===== config.mk =====
export PLATFORM = sky130hd
export DESIGN_NAME = ahbl_aphase_buffer
export DESIGN_NICKNAME = d
export VERILOG_FILES = /design/src/rtl/ahbl_aphase_buffer.sv
export SDC_FILE = /design/constraint.sdc
export NUM_CORES = 1
export LEC_CHECK = 0
export CAP_MARGIN = 0
export CORE_MARGIN = 2
export CORE_UTILIZATION = 53
export DETAILED_ROUTE_END_ITERATION = 7
export PLACE_DENSITY = 0.87
export SLEW_MARGIN = 20
export SYNTH_ARGS = -nofsm -noshare
export SYNTH_HDL_FRONTEND = slang
export SYNTH_SLANG_ARGS = --single-unit
export TNS_END_PERCENT = 30

===== constraint.sdc =====
create_clock -name HCLK -period 9.8 [get_ports HCLK]
set_input_delay 2.45 -clock HCLK [delete_from_list [all_inputs] [get_ports HCLK]]
set_output_delay 2.45 -clock HCLK [all_outputs]
set_load 0.005 [all_outputs]

===== src/rtl/ahbl_aphase_buffer.sv =====
// Per-master one-entry AHB-Lite address-phase buffer ahead of the slave-side bus mux.
// Latency: a granted, non-pending master passes through in the same cycle; a buffered phase adds at least 1 cycle.
// Backpressure: an ungranted master's phase is captured and m_HREADY drops until the buffered phase issues.
module ahbl_aphase_buffer #(
  parameter int NUM_MASTERS = 2,
  parameter int ADDR_WIDTH  = 32,
  localparam int MW = (NUM_MASTERS > 1) ? $clog2(NUM_MASTERS) : 1
) (
  input  logic                                  HCLK,
  input  logic                                  HRESET,
  input  logic [NUM_MASTERS-1:0][1:0]           m_HTRANS,
  input  logic [NUM_MASTERS-1:0][ADDR_WIDTH-1:0] m_HADDR,
  input  logic [NUM_MASTERS-1:0]                m_HWRITE,
  input  logic [NUM_MASTERS-1:0][2:0]           m_HSIZE,
  input  logic [NUM_MASTERS-1:0][2:0]           m_HBURST,
  input  logic [NUM_MASTERS-1:0][3:0]           m_HPROT,
  output logic [NUM_MASTERS-1:0]                m_HREADY,
  output logic [NUM_MASTERS-1:0]                pending,
  input  logic [NUM_MASTERS-1:0]                ARB_GRANT,
  input  logic                                  s_HREADY,
  output logic [1:0]                            s_HTRANS,
  output logic [ADDR_WIDTH-1:0]                 s_HADDR,
  output logic                                  s_HWRITE,
  output logic [2:0]                            s_HSIZE,
  output logic [2:0]                            s_HBURST,
  output logic [3:0]                            s_HPROT,
  output logic [MW-1:0]                         s_MASTER
);

  typedef enum logic [1:0] {
    ST_IDLE = 2'd0,
    ST_PEND = 2'd1,
    ST_DATA = 2'd2
  } state_t;

  state_t                 state_q [NUM_MASTERS];
  state_t                 state_d [NUM_MASTERS];
  logic [1:0]             hold_trans [NUM_MASTERS];
  logic [ADDR_WIDTH-1:0]  hold_addr  [NUM_MASTERS];
  logic                   hold_write [NUM_MASTERS];
  logic [2:0]             hold_size  [NUM_MASTERS];
  logic [2:0]             hold_burst [NUM_MASTERS];
  logic [3:0]             hold_prot  [NUM_MASTERS];

  logic                   grant_ok;
  logic [MW-1:0]          gsel;
  logic [NUM_MASTERS-1:0] accept;
  logic [NUM_MASTERS-1:0] issue;
  logic [NUM_MASTERS-1:0] capture;

  // Decode the arbiter grant; anything other than exactly one bit selects nobody.
  always_comb begin
    grant_ok = $onehot(ARB_GRANT) && !HRESET;
    gsel     = '0;
    for (int i = 0; i < NUM_MASTERS; i++) begin
      if (ARB_GRANT[i]) gsel = MW'(i);
    end
  end

  // Per-channel ready back to the master, plus the accept and issue qualifiers.
  always_comb begin
    m_HREADY = '0;
    pending  = '0;
    accept   = '0;
    issue    = '0;
    for (int i = 0; i < NUM_MASTERS; i++) begin
      case (state_q[i])
        ST_IDLE: m_HREADY[i] = 1'b1;
        ST_PEND: m_HREADY[i] = 1'b0;
        default: m_HREADY[i] = s_HREADY;
      endcase
      pending[i] = (state_q[i] == ST_PEND);
      accept[i]  = m_HTRANS[i][1] && m_HREADY[i];
      issue[i]   = grant_ok && ARB_GRANT[i] && s_HREADY;
    end
  end

  // Next-state logic; a capture happens whenever an accepted phase cannot issue.
  always_comb begin
    capture = '0;
    for (int i = 0; i < NUM_MASTERS; i++) begin
      state_d[i] = state_q[i];
      case (state_q[i])
        ST_IDLE: begin
          if (accept[i] && issue[i]) begin
            state_d[i] = ST_DATA;
          end else if (accept[i]) begin
            state_d[i] = ST_PEND;
            capture[i] = 1'b1;
          end
        end
        ST_PEND: begin
          // Master inputs are ignored here; only the grant moves the buffer on.
          if (issue[i]) state_d[i] = ST_DATA;
        end
        ST_DATA: begin
          // A stalled data phase freezes the channel; accept is already false then.
          if (s_HREADY) begin
            if (accept[i] && issue[i]) begin
              state_d[i] = ST_DATA;
            end else if (accept[i]) begin
              state_d[i] = ST_PEND;
              capture[i] = 1'b1;
            end else begin
              state_d[i] = ST_IDLE;
            end
          end
        end
        default: state_d[i] = ST_IDLE;
      endcase
    end
  end

  // Channel state and address-phase buffers; reset discards any buffered transfer.
  always_ff @(posedge HCLK or posedge HRESET) begin
    if (HRESET) begin
      for (int i = 0; i < NUM_MASTERS; i++) begin
        state_q[i]    <= ST_IDLE;
        hold_trans[i] <= '0;
        hold_addr[i]  <= '0;
        hold_write[i] <= 1'b0;
        hold_size[i]  <= '0;
        hold_burst[i] <= '0;
        hold_prot[i]  <= '0;
      end
    end else begin
      for (int i = 0; i < NUM_MASTERS; i++) begin
        state_q[i] <= state_d[i];
        if (capture[i]) begin
          hold_trans[i] <= m_HTRANS[i];
          hold_addr[i]  <= m_HADDR[i];
          hold_write[i] <= m_HWRITE[i];
          hold_size[i]  <= m_HSIZE[i];
          hold_burst[i] <= m_HBURST[i];
          hold_prot[i]  <= m_HPROT[i];
        end
      end
    end
  end

  // Slave-side mux: buffered phase for a pending granted master, live phase otherwise.
  always_comb begin
    s_HTRANS = 2'b00;
    s_HADDR  = '0;
    s_HWRITE = 1'b0;
    s_HSIZE  = '0;
    s_HBURST = '0;
    s_HPROT  = '0;
    s_MASTER = '0;
    if (grant_ok) begin
      s_MASTER = gsel;
      if (state_q[gsel] == ST_PEND) begin
        s_HTRANS = hold_trans[gsel];
        s_HADDR  = hold_addr[gsel];
        s_HWRITE = hold_write[gsel];
        s_HSIZE  = hold_size[gsel];
        s_HBURST = hold_burst[gsel];
        s_HPROT  = hold_prot[gsel];
      end else begin
        s_HTRANS = m_HTRANS[gsel];
        s_HADDR  = m_HADDR[gsel];
        s_HWRITE = m_HWRITE[gsel];
        s_HSIZE  = m_HSIZE[gsel];
        s_HBURST = m_HBURST[gsel];
        s_HPROT  = m_HPROT[gsel];
      end
    end
  end

endmodule


==> results of run 1 <==
-- cells in the final DEF, fill, tap and decap left out, types with 4 or more instances in the layout --
cell type | synthesis | routed
mux2_1 | 88 | 88
clkdlybuf4s50_1 | 0 | 143
dfrtp_1 | 94 | 93
clkbuf_8 | 0 | 11
and3b_1 | 45 | 45
buf_4 | 3 | 6
nor2_1 | 4 | 4
mux2i_1 | 45 | 45
a211oi_1 | 92 | 92
-- per-layer routing --
| metal | track usage | wire length [um] | vias up |
|---|---|---|---|
| li1 | - | - | 1897 |
| met1 | 0.336 | 5910 | 2071 |
| met2 | 0.418 | 6720 | 114 |
| met3 | 0.0420 | 617 | 26 |
| met4 | 0.103 | 353 | 0 |
| met5 | 0 | 0 | - |
-- flip-flops by register name (all words and copies together), names as in the netlist --
register / count
hold_addr: 64
hold_burst: 6
hold_prot: 8
hold_size: 6
hold_trans: 4
hold_write: 2
state_q: 4
-- power by group --
| part | internal, uW | leakage (uW) | switching (uW) |
|---|---|---|---|
| clock network | 157 | 0.000109 | 134 |
| registers | 524 | 0.00110 | 66.1 |
| logic | 241 | 0.00152 | 180 |
-- cell families after synthesis --
logic type,Yosys count,synth area share
simple gates,65,0.101
flops,94,0.442
compound gates,96,0.134
mux,133,0.271
buf+inv,47,0.0508
xor+xnor,1,0.00165
-- stage by stage --
stage	total power [uW]	hold WS, ns	worst slack [ns]	instances
after floorplan	856	0.426	1.83	436
after global placement	986	0.441	2.19	675
after detailed placement	1020	0.445	2.10	675
after CTS	1310	0.467	2.12	690
after global routing	1380	0.493	1.90	690
final	1300	0.468	2.15	690
-- worst min-delay path by stage --
stage	startpoint	to	slack [ns]
6_report	hold_trans[3]	hold_trans[3]	0.47
2_1_floorplan	hold_trans[3]	hold_trans[3]	0.43
4_1_cts	hold_trans[3]	hold_trans[3]	0.47
3_3_place_gp	hold_trans[3]	hold_trans[3]	0.44
5_1_grt	hold_trans[3]	hold_trans[3]	0.49
3_5_place_dp	hold_trans[3]	hold_trans[3]	0.45
-- final cells by class --
class,instances,share of cell area
clock buffers,12,0.0223
clock inverters,3,0.00970
flip-flops and latches,94,0.338
inverters,3,0.00198
repair buffers,150,0.213
well taps,133,0.0239
multi-input cells,295,0.391
==> qor.yml, run 1 <==
yosys.area.top_type_share: 0.442
postCtsResizedCells: 0
end_kind: "output pin"
start_util: 0.545
ys_seq_area_frac: 0.442
hold_depth: 1
post-route-util: 0.712
yosysWarnings: 0
fillCellCount: 722
postSynthCellCount: 436
vias: 4108
synth_top_area_cell: "dfrtp_1"
path_depth: 5
postCtsHoldBufs: 0
slew_headroom: 0.310
yosys_most_used_dff: "dfrtp_1"
grt_max_degree: 94
finalSetupViolations: 0
status: "complete, no violations"
hold_violations: 0
synth.most_common_cell: "dfrtp_1"
design.die.area_um2: 10900
clk_latency_ns: 0.36
clock_sinks: 94
syn_to_final_growth_pct: 30.8
tns_ns: 0
die_w_um: 104
nets: 648
slowest_stage: "nand2_2"
die_h_um: 104
cp.arrival_ns: 5.20
critPathMaxStageDelay_ns: 0.68
wire_per_inst_um: 19.7
cts_tree: "done"
grt_pass1_vias: 4367
crit_family: "buffers and inverters"
io_buffers: 144
cp_num_buf_inv: 3
yosysUniqueCellTypes: 24
crit_type: "in2out"
placed_cell_area_um2: 6740
p_per_area_nw_per_um2: 187
finalCriticalPeriod_ns: 7.65
drive_gt1_frac: 0.0575
overflow: 0
synth-async-reset-ratio: 1.00
post-route-period-util: 0.780
cp.required_ns: 7.35
r2r_end: "hold_trans[2]"
r2r_setup_slack_ns: 7.01
peakVddDrop_mv: 0.108
worst-path-max-fanout: 45
clock_path_buffers: 2
cp-endpoint: "s_HADDR[12]"
synth_area_per_cell_um2: 12.2
synthTopCellsByArea: "dfrtp_1 (44%), mux2_1 (19%), a211oi_1 (13%)"
synth.cell_area_um2: 5320
placementRows: 36
place_congestion: 0.787
min_path_type: "reg2reg"
core_um2: 9770
fin_skew_ns: 0.00511
routed_wl_mm: 13.6
r2r_start: "state_q[3]"
p_leak_uw: 0.00273
start_kind: "primary input"
ant_nets: 0
htreeDepth: 3
regArea_um2: 2350
antenna_found_initial: 0
grt_setup_unrepaired: "false"
drc: 0
io_pins: 145
cp-startpoint: "HRESET"
stdcell_area_um2: 6960
cp_common_cell: "clkdlybuf4s50_1"
rr_worst_depth: 4
clk_pin_slew_ns: 0.09
synth_nets: 531
cts_root_buf: "clkbuf_8"
grt_pass1_wl_mm: 22.4
drv_cap: 0
n_antenna_cell: 0
multi_input_area_um2: 2730
drt_iter0_markers: 214
tightest_slew_ns: 1.03
track_usage: 0.254
vias_per_cell: 5.95
ys_ff_latch: 94
slew_viol_final: 0
cts_made_buffers: 9
post-cts-setup-buffer-count: 0
synth-edff-count: 0
fmax_ghz: 0.131
post-dp-hpwl_mm: 8.87
netlist_top_cells_count: "dfrtp_1 (94), a211oi_1 (92), mux2_1 (88), and3b_1 (45), mux2i_1 (45)"
path_cells: "clkdlybuf4s50_1 -> inv_4 -> nand2_2 -> a211oi_1 -> clkdlybuf4s50_1"
drtPass1Iterations: 4
Note: power is estimated with default switching activity, not from simulation.
==> run 2, diff against run 1 <==
Settings changed: CORE_UTILIZATION 53 to 44, PLACE_DENSITY 0.87 to 0.77.
Clock period 9.8 ns to 6.5 ns, I/O delays scaled along.
==> run 2 against run 1 <==
Clock-buffer cell count unchanged. Sequential share of layout area fell by 0.58 points. Worst hold slack got worse by 0.0019 ns. Total power is 57% higher. Design area grew 1.7%. Final cell count rose by 2.5%. Routed wire length decreased by 3.0%. Worst setup slack worse by 1.4 ns. Register-to-register slack worse by 2.6 ns. Combinational power up 50%. First-iteration DRC count decreased by 30%. Core utilization fell by 12 points. Critical path type unchanged. Largest cell class unchanged. Highest routed layer unchanged.
==> qor.yml, run 2 (synthesized netlist as in run 1, its figures left out) <==
fin_skew_ns: 0.00432  # -0.000791 ns
postCtsResizedCells: 0  # unchanged
syn_to_final_growth_pct: 33.0
grt_pass1_wl_mm: 21.9  # -2.5%
postCtsHoldBufs: 0  # unchanged
cp.arrival_ns: 4.08  # -1.12 ns
final_cell_mix: "clkdlybuf4s50_1 (143), dfrtp_1 (94), a211oi_1 (92), mux2_1 (88)"
tns_ns: 0  # unchanged
slowest_stage: "nand2_2"
io_pins: 145  # unchanged
vias: 4066  # -1.0%
cp.required_ns: 4.88  # -2.47 ns
reg_top3: "hold_addr (64), hold_prot (8)"
top_register: "hold_addr"
n_antenna_cell: 0  # unchanged
fillCellCount: 975  # +35%
slew_headroom: 0.301  # -0.00966
clock_path_buffers: 2  # unchanged
p_per_area_nw_per_um2: 289  # +55%
peakVddDrop_mv: 0.152  # +41%
wire_per_inst_um: 18.7  # -5.3%
cts_made_buffers: 9  # unchanged
fmax_ghz: 0.175
post-route-util: 0.594  # -0.118
grt_setup_unrepaired: "false"
design.die.area_um2: 13000  # +20%
die_h_um: 114  # +9.4%
status: "complete, no violations"
slew_viol_final: 0  # unchanged
finalCriticalPeriod_ns: 5.70
overflow: 0  # unchanged
clk_pin_slew_ns: 0.06  # -0.03 ns
track_usage: 0.212  # -0.0426
clk_latency_ns: 0.34  # -0.02 ns
drtPass1Iterations: 4  # unchanged
post-cts-setup-buffer-count: 0  # unchanged
place_congestion: 0.756  # -3.9%
io_buffers: 144  # unchanged
layout_commonest_cell: "clkdlybuf4s50_1"
drc: 0  # unchanged
antenna_found_initial: 0  # unchanged
r2r_setup_slack_ns: 4.46  # -2.55 ns
start_kind: "primary input"
post-route-period-util: 0.877
post-dp-hpwl_mm: 8.53  # -3.8%
start_util: 0.447  # -0.0977
grt_max_degree: 61  # -35%
min_path_type: "reg2reg"
drive_gt1_frac: 0.0607  # +0.00326
clock_sinks: 94  # unchanged
cp_num_buf_inv: 2  # -1
critPathMaxStageDelay_ns: 0.58  # -0.10 ns
tightest_slew_ns: 1.05  # +0.0145 ns
cts_tree: "done"
cp_common_cell: "clkdlybuf4s50_1"
p_leak_uw: 0.00279  # +2.1%
path_cells: "clkdlybuf4s50_1 -> xor2_1 -> nand2_2 -> a211oi_1 -> clkdlybuf4s50_1"
worst-path-max-fanout: 45  # unchanged
end_kind: "output pin"
ant_nets: 0  # unchanged
placementRows: 40  # +11%
drt_iter0_markers: 150  # -30%
drv_cap: 0  # unchanged
finalSetupViolations: 0  # unchanged
largest_reg_flops: 64  # unchanged
vias_per_cell: 5.75  # -3.4%
grt_pass1_vias: 4268  # -2.3%
core_um2: 11900  # +22%
die_w_um: 114  # +9.4%
htreeDepth: 3  # unchanged
hold_violations: 0  # unchanged
routed_wl_mm: 13.2  # -3.0%
crit_type: "in2out"
nets: 650  # +0.31%
cts_root_buf: "clkbuf_16"
crit_family: "buffers and inverters"
## run 2: cell count changes in the layout (fill, tap and decap cells not counted), sizes merged
cell      previous run  this run
bufinv               2         1
clkinvlp             1         0
clkinv               0         3
buf                  7         9
## run 2: per-stage QoR
step | instances | area [um^2] | hold slack, ns | setup slack (ns) | total power, uW
after floorplan | 436 | 5320 | 0.426 | 0.181 | 1290
after global placement | 691 | 6780 | 0.440 | 0.925 | 1490
after detailed placement | 691 | 6780 | 0.450 | 0.848 | 1530
after CTS | 707 | 7080 | 0.464 | 0.842 | 2060
after global routing | 707 | 7080 | 0.484 | 0.700 | 2180
final | 707 | 7080 | 0.466 | 0.799 | 2050
## run 2: routing by layer
metal / routed length [um] / share of wire / GRT usage / vias up
met5: 0 / 0 / 0 / -
met4: 164 / 0.012 / 0.0699 / 0
met3: 620 / 0.047 / 0.0367 / 10
met2: 6360 / 0.48 / 0.349 / 103
met1: 6050 / 0.46 / 0.284 / 2056
li1: - / - / - / 1897
## run 2: area by class of cell
type / instances / area (um^2) / area share
Timing Repair Buffer: 152 / 1500 / 0.212
Sequential cell: 94 / 2350 / 0.332
Clock buffer: 12 / 256 / 0.0362
Multi-Input combinational cell: 295 / 2730 / 0.386
Tap cell: 147 / 184 / 0.0260
Inverter: 3 / 13.8 / 0.00194
Clock inverter: 4 / 45.0 / 0.00636
## run 2: final timing paths
path,start,endpoint,cells past startpoint
worst max register to register,state_q[3],hold_burst[3],5
min in group asynchronous,HRESET,hold_addr[30],3
max in group asynchronous,HRESET,hold_size[1],4
worst min-delay path,hold_trans[3],hold_trans[3],1
worst min register to register,hold_trans[3],hold_trans[3],1
worst max-delay path,ARB_GRANT[0],s_HTRANS[1],5
## run 2: power by group
group	total, uW	internal (uW)	leakage [uW]	switching [uW]
logic	630	365	0.00154	266
clock network	535	317	0.000152	217
registers	881	791	0.00110	89.8
==> run 3, diff against run 2 <==
Settings changed: ABC_CLOCK_PERIOD_IN_PS set to 5600, CORE_UTILIZATION 44 to 49, PLACE_DENSITY 0.77 to unset, PLACE_DENSITY_LB_ADDON set to 0.3.
Clock period 6.5 ns to 5.6 ns, I/O delays scaled along.
==> run 3 against run 2 <==
Worst setup slack worse by 0.40 ns. Combinational power up 17%. Sequential power up 17%. Global-route usage up 1.8 points. Design area down 2.2%. Critical endpoint is now s_HADDR[9]. Register-to-register slack worse by 0.84 ns. Final cell count down 0.85%. First-iteration DRC count up 9.3%. Clock-buffer cell count up 1. Critical path type unchanged. Sequential share of layout area up 0.73 points. Clock power down 29%.
==> qor.yml, run 3 (synthesized netlist as in run 1, its figures left out) <==
status: "complete, no violations"
clk_pin_slew_ns: 0.08  # +0.02 ns
slew_headroom: 0.337  # +0.0359
peakVddDrop_mv: 0.147  # -3.3%
htreeDepth: 3  # unchanged
tns_ns: 0  # unchanged
drtPass1Iterations: 4  # unchanged
start_kind: "primary input"
io_pins: 145  # unchanged
grt_pass1_vias: 4137  # -3.1%
drc: 0  # unchanged
multi_input_area_um2: 2730  # -0.18%
layout_commonest_cell: "clkdlybuf4s50_1"
r2r_setup_slack_ns: 3.62  # -0.84 ns
cts_root_buf: "clkbuf_8"
placementRows: 38  # -5.0%
postCtsHoldBufs: 0  # unchanged
top_register: "hold_addr"
post-dp-hpwl_mm: 8.67  # +1.7%
grt_max_degree: 61  # unchanged
grt_setup_unrepaired: "false"
start_util: 0.498  # +0.0507
fillCellCount: 871  # -11%
nets: 652  # +0.31%
path_cells: "clkdlybuf4s50_1 -> xor2_1 -> nand2_2 -> a211oi_1 -> clkdlybuf4s50_1"
critPathMaxStageDelay_ns: 0.58  # about the same
slowest_stage: "clkdlybuf4s50_1"
clock_sinks: 94  # unchanged
antenna_found_initial: 0  # unchanged
end_kind: "output pin"
n_antenna_cell: 0  # unchanged
design.die.area_um2: 11700  # -9.9%
p_per_area_nw_per_um2: 309  # +6.9%
timing.final.ws_setup_ns: 0.398  # -0.400 ns
die_h_um: 108  # -5.1%
crit_type: "in2out"
grt_pass1_wl_mm: 20.9  # -4.2%
syn_to_final_growth_pct: 30.2
cp.arrival_ns: 3.80  # -0.28 ns
die_w_um: 108  # -5.1%
io_buffers: 144  # unchanged
post-route-period-util: 0.929
clock_path_buffers: 2  # unchanged
largest_reg_flops: 64  # unchanged
wire_per_inst_um: 18.7  # +0.32%
drt_iter0_markers: 164  # +9.3%
place_congestion: 0.777  # +2.7%
track_usage: 0.230  # +0.0184
vias: 4037  # -0.71%
routed_wl_mm: 13.1  # -0.53%
regArea_um2: 2350  # unchanged
clk_latency_ns: 0.35  # about the same
post-cts-setup-buffer-count: 0  # unchanged
fin_skew_ns: 0.00471  # +0.000389 ns
vias_per_cell: 5.76  # +0.14%
hold_violations: 0  # unchanged
worst-path-max-fanout: 45  # unchanged
cp.required_ns: 4.20  # -0.68 ns
core_um2: 10700  # -10%
fmax_ghz: 0.192
final_cell_mix: "clkdlybuf4s50_1 (143), dfrtp_1 (94), a211oi_1 (92), mux2_1 (88)"
ant_nets: 0  # unchanged
drive_gt1_frac: 0.0570  # -0.00367
cts_tree: "done"
finalCriticalPeriod_ns: 5.20
hold_ws_ns: 0.467  # +0.000994 ns
overflow: 0  # unchanged
min_path_type: "reg2reg"
slew_viol_final: 0  # unchanged
tightest_slew_ns: 0.995  # -0.0539 ns
cts_made_buffers: 9  # unchanged
postCtsResizedCells: 0  # unchanged
power.total_uw: 2140  # +4.6%
p_leak_uw: 0.00272  # -2.6%
pre_cts_ws_ns: 0.458  # -0.390 ns
cp_common_cell: "clkdlybuf4s50_1"
reg_top3: "hold_addr (64), hold_prot (8)"
finalSetupViolations: 0  # unchanged
drv_cap: 0  # unchanged
## run 3: where the power goes
group | switching [uW] | total (uW) | internal [uW]
clock network | 221 | 379 | 159
registers | 108 | 1030 | 917
logic | 314 | 737 | 423
total | 642 | 2140 | 1500
## run 3: final cells by class
type	count	area share
clock buffer	13	0.0200
clock inverter	2	0.00144
inverter	3	0.00217
multi-input combinational	295	0.393
sequential	94	0.340
tap	140	0.0253
timing repair buffer	154	0.218
## run 3: path summary, 6_finish.rpt
check,start,to,cells after the start
worst max-delay path,ARB_GRANT[0],s_HADDR[9],5
worst min-delay path,hold_trans[3],hold_trans[3],1
worst max register to register,state_q[3],hold_addr[53],5
worst min register to register,hold_trans[3],hold_trans[3],1
max in group asynchronous,HRESET,hold_prot[4],4
min in group asynchronous,HRESET,hold_addr[30],3
## run 3: metal layers
metal,global-route usage,up-vias,wire length (um)
met5,0,-,0
met4,0.0696,0,185
met3,0.0446,17,607
met2,0.366,106,6110
met1,0.320,2015,6220
li1,-,1899,-
## run 3: per-stage QoR
step | cell area [um^2] | instances | util
CTS | 6930 | 701 | 0.648
global placement | 6780 | 686 | 0.634
floorplan | 5330 | 436 | -
global route | 6930 | 701 | 0.648
detailed placement | 6780 | 686 | 0.634
finish | 6930 | 701 | 0.648
## run 3: worst max-delay path: cells and delay by family
family | cells | cell delay [ns]
compound gates | 1 | 0.50
buf+inv | 2 | 1.09
xor+xnor | 1 | 0.23
simple gates | 1 | 0.53
